$ cat src/rtl/reg_file_2r1w_if.sv
// Bus bundle for reg_file_2r1w: one byte-strobed write port, two read ports,
// bank-clear request and status.
interface reg_file_2r1w_if #(
    parameter int DATA_W = 32,
    parameter int ADDR_W = 4
);
    localparam int NB = DATA_W / 8;

    logic              write_en;
    logic [ADDR_W-1:0] wr_addr;
    logic [DATA_W-1:0] data_in;
    logic [NB-1:0]     byte_en;

    logic              rd_en_a;
    logic [ADDR_W-1:0] rd_addr_a;
    logic [DATA_W-1:0] data_out_a;
    logic              rd_valid_a;

    logic              rd_en_b;
    logic [ADDR_W-1:0] rd_addr_b;
    logic [DATA_W-1:0] data_out_b;
    logic              rd_valid_b;

    logic              clear_req;
    logic              busy;
    logic              wr_err;

    modport master (
        output write_en, wr_addr, data_in, byte_en,
        output rd_en_a, rd_addr_a, rd_en_b, rd_addr_b, clear_req,
        input  data_out_a, rd_valid_a, data_out_b, rd_valid_b, busy, wr_err
    );

    modport slave (
        input  write_en, wr_addr, data_in, byte_en,
        input  rd_en_a, rd_addr_a, rd_en_b, rd_addr_b, clear_req,
        output data_out_a, rd_valid_a, data_out_b, rd_valid_b, busy, wr_err
    );
endinterface

$ cat src/rtl/reg_file_2r1w.sv
// Parametrised 2-read/1-write register bank with byte strobes, same-cycle
// write-to-read bypass and a sequential clear engine.
module reg_file_2r1w #(
    parameter int DATA_W = 32,
    parameter int DEPTH  = 16,
    parameter int ADDR_W = 4
) (
    input logic             clk,
    input logic             reset_n,
    reg_file_2r1w_if.slave  bus
);
    localparam int NB = DATA_W / 8;
    localparam logic [ADDR_W:0]   DEPTH_V = (ADDR_W + 1)'(DEPTH);
    localparam logic [ADDR_W-1:0] LAST    = ADDR_W'(DEPTH - 1);

    typedef enum logic {IDLE, CLEAR} state_t;

    state_t            state, state_next;
    logic [ADDR_W-1:0] clr_ptr, clr_ptr_next;
    logic [DATA_W-1:0] mem [DEPTH];

    logic              wr_in_range, wr_ok, wr_rej;
    logic [DATA_W-1:0] wr_word;
    logic              a_in_range, b_in_range;
    logic [DATA_W-1:0] rd_word_a, rd_word_b;

    logic [DATA_W-1:0] data_out_a, data_out_b;
    logic              rd_valid_a, rd_valid_b, wr_err;

    assign wr_in_range = ({1'b0, bus.wr_addr} < DEPTH_V);
    assign wr_ok       = bus.write_en && (state == IDLE) && wr_in_range;
    assign wr_rej      = bus.write_en && !wr_ok;
    assign a_in_range  = ({1'b0, bus.rd_addr_a} < DEPTH_V);
    assign b_in_range  = ({1'b0, bus.rd_addr_b} < DEPTH_V);

    // Merged word: new bytes in strobed lanes, stored bytes elsewhere.
    always_comb begin
        wr_word = wr_in_range ? mem[bus.wr_addr] : '0;
        for (int unsigned b = 0; b < NB; b++) begin
            if (bus.byte_en[b]) wr_word[8*b +: 8] = bus.data_in[8*b +: 8];
        end
    end

    always_comb begin
        rd_word_a = '0;
        if (state == IDLE && a_in_range) begin
            if (wr_ok && bus.wr_addr == bus.rd_addr_a) rd_word_a = wr_word;
            else                                        rd_word_a = mem[bus.rd_addr_a];
        end
    end

    always_comb begin
        rd_word_b = '0;
        if (state == IDLE && b_in_range) begin
            if (wr_ok && bus.wr_addr == bus.rd_addr_b) rd_word_b = wr_word;
            else                                        rd_word_b = mem[bus.rd_addr_b];
        end
    end

    always_comb begin
        state_next   = state;
        clr_ptr_next = clr_ptr;
        case (state)
            IDLE: begin
                if (bus.clear_req) begin
                    state_next   = CLEAR;
                    clr_ptr_next = '0;
                end
            end
            CLEAR: begin
                if (clr_ptr == LAST) begin
                    state_next   = IDLE;
                    clr_ptr_next = '0;
                end else begin
                    clr_ptr_next = clr_ptr + 1'b1;
                end
            end
            default: begin
                state_next   = IDLE;
                clr_ptr_next = '0;
            end
        endcase
    end

    always_ff @(posedge clk or negedge reset_n) begin
        if (!reset_n) begin
            state   <= IDLE;
            clr_ptr <= '0;
        end else begin
            state   <= state_next;
            clr_ptr <= clr_ptr_next;
        end
    end

    // A write accepted on the edge that starts a clear still lands; the clear erases it later.
    always_ff @(posedge clk or negedge reset_n) begin
        if (!reset_n) begin
            for (int unsigned i = 0; i < DEPTH; i++) mem[i] <= '0;
        end else begin
            for (int unsigned i = 0; i < DEPTH; i++) begin
                if (state == CLEAR && clr_ptr == ADDR_W'(i))
                    mem[i] <= '0;
                else if (wr_ok && bus.wr_addr == ADDR_W'(i))
                    mem[i] <= wr_word;
            end
        end
    end

    always_ff @(posedge clk or negedge reset_n) begin
        if (!reset_n) begin
            data_out_a <= '0;
            data_out_b <= '0;
            rd_valid_a <= 1'b0;
            rd_valid_b <= 1'b0;
            wr_err     <= 1'b0;
        end else begin
            if (bus.rd_en_a) data_out_a <= rd_word_a;
            if (bus.rd_en_b) data_out_b <= rd_word_b;
            rd_valid_a <= bus.rd_en_a;
            rd_valid_b <= bus.rd_en_b;
            wr_err     <= wr_rej;
        end
    end

    assign bus.data_out_a = data_out_a;
    assign bus.data_out_b = data_out_b;
    assign bus.rd_valid_a = rd_valid_a;
    assign bus.rd_valid_b = rd_valid_b;
    assign bus.wr_err     = wr_err;
    assign bus.busy       = (state == CLEAR);
endmodule
$ cat src/flat_wrapper.sv
// flat-port wrapper written by rule: the top's interface ports become plain ports
module reg_file_2r1w_flat 
#(
    parameter int DATA_W = 32,
    parameter int DEPTH  = 16,
    parameter int ADDR_W = 4
)
  (clk, reset_n, bus_write_en, bus_wr_addr, bus_data_in, bus_byte_en, bus_rd_en_a, bus_rd_addr_a, bus_rd_en_b, bus_rd_addr_b, bus_clear_req, bus_data_out_a, bus_rd_valid_a, bus_data_out_b, bus_rd_valid_b, bus_busy, bus_wr_err);
  reg_file_2r1w_if #(.DATA_W(DATA_W), .ADDR_W(ADDR_W)) bus_i ();
  input logic clk;
  input logic reset_n;
  input wire logic [$bits(bus_i.write_en)-1:0] bus_write_en;
  input wire logic [$bits(bus_i.wr_addr)-1:0] bus_wr_addr;
  input wire logic [$bits(bus_i.data_in)-1:0] bus_data_in;
  input wire logic [$bits(bus_i.byte_en)-1:0] bus_byte_en;
  input wire logic [$bits(bus_i.rd_en_a)-1:0] bus_rd_en_a;
  input wire logic [$bits(bus_i.rd_addr_a)-1:0] bus_rd_addr_a;
  input wire logic [$bits(bus_i.rd_en_b)-1:0] bus_rd_en_b;
  input wire logic [$bits(bus_i.rd_addr_b)-1:0] bus_rd_addr_b;
  input wire logic [$bits(bus_i.clear_req)-1:0] bus_clear_req;
  output wire logic [$bits(bus_i.data_out_a)-1:0] bus_data_out_a;
  output wire logic [$bits(bus_i.rd_valid_a)-1:0] bus_rd_valid_a;
  output wire logic [$bits(bus_i.data_out_b)-1:0] bus_data_out_b;
  output wire logic [$bits(bus_i.rd_valid_b)-1:0] bus_rd_valid_b;
  output wire logic [$bits(bus_i.busy)-1:0] bus_busy;
  output wire logic [$bits(bus_i.wr_err)-1:0] bus_wr_err;
  assign bus_i.write_en = bus_write_en;
  assign bus_i.wr_addr = bus_wr_addr;
  assign bus_i.data_in = bus_data_in;
  assign bus_i.byte_en = bus_byte_en;
  assign bus_i.rd_en_a = bus_rd_en_a;
  assign bus_i.rd_addr_a = bus_rd_addr_a;
  assign bus_i.rd_en_b = bus_rd_en_b;
  assign bus_i.rd_addr_b = bus_rd_addr_b;
  assign bus_i.clear_req = bus_clear_req;
  assign bus_data_out_a = bus_i.data_out_a;
  assign bus_rd_valid_a = bus_i.rd_valid_a;
  assign bus_data_out_b = bus_i.data_out_b;
  assign bus_rd_valid_b = bus_i.rd_valid_b;
  assign bus_busy = bus_i.busy;
  assign bus_wr_err = bus_i.wr_err;
  reg_file_2r1w #(.DATA_W(DATA_W), .DEPTH(DEPTH), .ADDR_W(ADDR_W)) u_core (.clk(clk), .reset_n(reset_n), .bus(bus_i));
endmodule
$ cat config.mk
export PLATFORM = sky130hd
export DESIGN_NAME = reg_file_2r1w_flat
export DESIGN_NICKNAME = d
export VERILOG_FILES = /design/src/rtl/reg_file_2r1w_if.sv /design/src/rtl/reg_file_2r1w.sv /design/src/flat_wrapper.sv
export SDC_FILE = /design/constraint.sdc
export NUM_CORES = 1
export LEC_CHECK = 0
export ABC_CLOCK_PERIOD_IN_PS = 2750
export BUFFER_PORTS_ARGS = -buffer_cell sky130_fd_sc_hd__buf_4
export CELL_PAD_IN_SITES_DETAIL_PLACEMENT = 1
export CELL_PAD_IN_SITES_GLOBAL_PLACEMENT = 1
export CORE_MARGIN = 2
export CORE_UTILIZATION = 52
export DETAILED_ROUTE_END_ITERATION = 8
export HOLD_SLACK_MARGIN = 0.08
export PLACE_DENSITY_LB_ADDON = 0.1
export SLEW_MARGIN = 20
export SYNTH_ARGS = -nofsm -noshare
export SYNTH_HDL_FRONTEND = slang
export SYNTH_SLANG_ARGS = --single-unit
$ cat constraint.sdc
create_clock -name clk -period 2.75 [get_ports clk]
set_clock_uncertainty 0.2 [all_clocks]
set_input_delay 0.4125 -clock clk [delete_from_list [all_inputs] [get_ports clk]]
set_output_delay 0.4125 -clock clk [all_outputs]
set_load 0.02 [all_outputs]
==> impl_results.md <==
* Status: finished, final reports clean
* Row Count at 94
* Final ANT Viol Nets at 0
* Seq/Total Area, Yosys at 42.6%
* Clock Tree Root: clkbuf_16
* Most frequent cells after synthesis: dfrtp_1, a22o_1, mux2i_1
* Buffer levels on the longest clock path at 3
* Critical Path RT at 3100 ps
* RSZ-0062 raised after global routing: false
* Hold WC Path Type: input pin to flop
* GRT Overall Usage at 47.7%
* Crit path capture type: flop
* Setup Total Neg Slack at 0 ps
* Max Clk Rate at 373 MHz
* Top-count cell post-synth: dfrtp_1
* Worst setup endpoint: u_core.mem[155]$_DFFE_PN0P_
* Synthesized area per cell at 12.7 µm²
* Layout cells sized above 1 at 29.6%
* Net count after synthesis at around 2800
* CTS Buf Count at 68
* First-pass GRT wire length at 231 mm
* Crit path DAT at around 3000 ps
* Core region area at 65500 µm²
* R2R Path End: u_core.mem[233]$_DFFE_PN0P_
* Fin crit period at 2680 ps
* Number of vias per cell at roughly 8.2
* Crit. Startpoint: bus_write_en
* Crit Path Class: input pin to flop
* Synth area leader: dfrtp_1
* Delay-heaviest family, CP: buffers and inverters
* Power, Total at 27300 µW
* Yosys top cell area share at 42.6%
* Fin nets at 2939
* Starting Density at 52.4%
* Slowest stage delay, CP at 530 ps
* Final setup fails at 0
* GP Congestion at just over 0.9
* Die X at 261 µm
* Post-CTS Setup Inserts at 0
* Post-synth ARST share at 100%
* Yosys warns at 0
* Cells after synthesis at around 2700
* Reg2reg path depth at 7
* Worst-Skew Late Latency at approximately 630 ps
* Worst-Margin Slew at between 1000 and 1500 ps
* Die Y at about 260 µm
* RR Startpoint: u_core.bus.busy$_DFF_PN0_
* Initial antenna violation count at 4
* Residual DRC at 0
* H-tree Lvls at 3
* Main area contributors after synthesis: dfrtp_1, mux4_2, a22o_1
* Max stage delay cell, worst path: dlygate4sd3_1
* Drt pass-1 iters at 6
* CTS tree: built
* Synthesis-to-finish area growth at 19.9%
* # fillers at 6124
* Final period utilization at between 90% and 100%
* Syn Std Cell Area at ~34000 µm²
* Leak at 0.0183 µW
* Worst hold slack at roughly 160 ps
* Post-Route WL at between 150 and 200 mm
* Via count at 31200
* IO buf count at 121
* Top FF cell, synth: dfrtp_1
* Crit start category: input pin
* Number of global-route vias before repair at 32200
* Reg-to-reg setup timing slack at 130 ps
* Starting DRT DRC Count at 4618
* Pwr per Cell Area at 664 nW/µm²
* Largest net degree at the start of global routing at 75
* Worst Slack Setup Final at 71.9 ps
* WP buf/inv at 3
* CTS Sinks at 584
* Fin. Hold Viols at 0
* Worst rel slew slack at about 28%
* # IOs at ~120
* Worst path cell trace: dlygate4sd3_1, buf_4, nor2b_1, nand3_1, nor2_4, buf_6, a22o_1
* Worst path depth at 7
* Avg WL per Cell at 42.6 µm
* Core Util, Final at approximately 63%
* Worst ir drop on vdd at approximately 430 µV
* Peak fanout along the critical path at 32
* Max Transition Viols Final at 0
* DPL Wire Length at 97.9 mm
* Max-Cap Viols at 0
* Worst slack, placed at -160 ps
* Total gr overflow at 0
* Clock slew at reported path FFs at about 60 ps
* Die footprint at roughly 70000 µm²
* Number of synthesized flops with an enable pin at 0
* Distinct cells, synth at 46
* #FFs+latches synth at 584
flip-flops by register name, summed over array words and instances, names as in the netlist:
name                   cells
u_core.mem               512
u_core.bus.data_out_a     32
u_core.bus.data_out_b     32
u_core.clr_ptr             4
u_core.bus.busy            1
u_core.bus.rd_valid_a      1
u_core.bus.rd_valid_b      1
u_core.bus.wr_err          1
worst min-delay path by stage:
stage                     from                               endpoint  slack (ps)  cells past startpoint
2_1_floorplan          reset_n              u_core.bus.busy$_DFF_PN0_         -80                      0
3_3_place_gp           reset_n            u_core.mem[222]$_DFFE_PN0P_         260                      1
3_5_place_dp           reset_n            u_core.mem[222]$_DFFE_PN0P_         260                      1
4_1_cts        bus_data_in[24]  u_core.bus.data_out_a[24]$_DFFE_PN0P_         150                      5
5_1_grt        bus_data_in[24]  u_core.bus.data_out_a[24]$_DFFE_PN0P_         170                      5
6_report       bus_data_in[24]  u_core.bus.data_out_a[24]$_DFFE_PN0P_         160                      5
report_power, final:
group	total, µW	switching, µW	internal (µW)
Combinational	7070	4280	2800
Sequential	10500	1100	9450
Clock	9700	3880	5830
repair_timing:
action	CTS	global route
gates resized for setup	0	2
hold buffers	5	0
endpoints found under the setup margin	0	63
hold endpoints to repair	58	0
cells by family after synthesis:
| group | Yosys count | share of synthesized area, % |
|---|---|---|
| flops | 584 | 42.6 |
| xor+xnor | 8 | 0.204 |
| compound gates | 976 | 23.3 |
| fa+ha+maj | 4 | 0.146 |
| simple gates | 241 | 4.21 |
| buf+inv | 354 | 4.51 |
| mux | 537 | 25.0 |
cell usage in the layout (no fill, tap or decap), types with 13 or more instances in the layout:
cell,n
buf_4,327
o21bai_1,30
a221oi_1,25
clkbuf_8,13
o22ai_1,129
nor2_1,16
nand2b_1,38
nor4_1,13
nor2b_1,80
a21oi_1,26
dfrtp_1,584
a22o_1,543
inv_1,30
clkbuf_16,73
a2111oi_0,78
buf_12,92
a21oi_2,23
o2bb2ai_1,30
mux4_2,256
mux2i_1,281
a21o_1,27
nand2_1,43
a211oi_1,25
clkinv_2,13
layer usage:
layer	track usage (%)	wire, µm
met2	68.2	68700
met4	31.7	12900
met1	60.5	57000
met5	0.783	117
met3	18.1	23100
final cells by class:
class	instances	area (µm²)	share of cell area [%]
antenna	2	5.00	0.0122
clock buffer	96	2040	4.97
clock inverter	24	305	0.742
inverter	31	116	0.283
multi-input combinational	1766	18600	45.1
sequential	584	14600	35.5
tap	864	1080	2.63
timing repair buffer	430	4430	10.8
worst register-to-register path: cells and delay by family, from the launching register on:
kind | cells | cell delay [ps]
compound gates | 2 | 1040
simple gates | 3 | 410
buf+inv | 2 | 460
flops | 1 | 450
through the flow:
step / std cells / area (µm²)
3_3_place_gp: 3670 / 38700
3_5_place_dp: 3670 / 38700
6_report: 3797 / 41100
5_1_grt: 3795 / 41100
4_1_cts: 3795 / 41100
2_1_floorplan: 2704 / 34300
(Power assumes the default switching activity.)
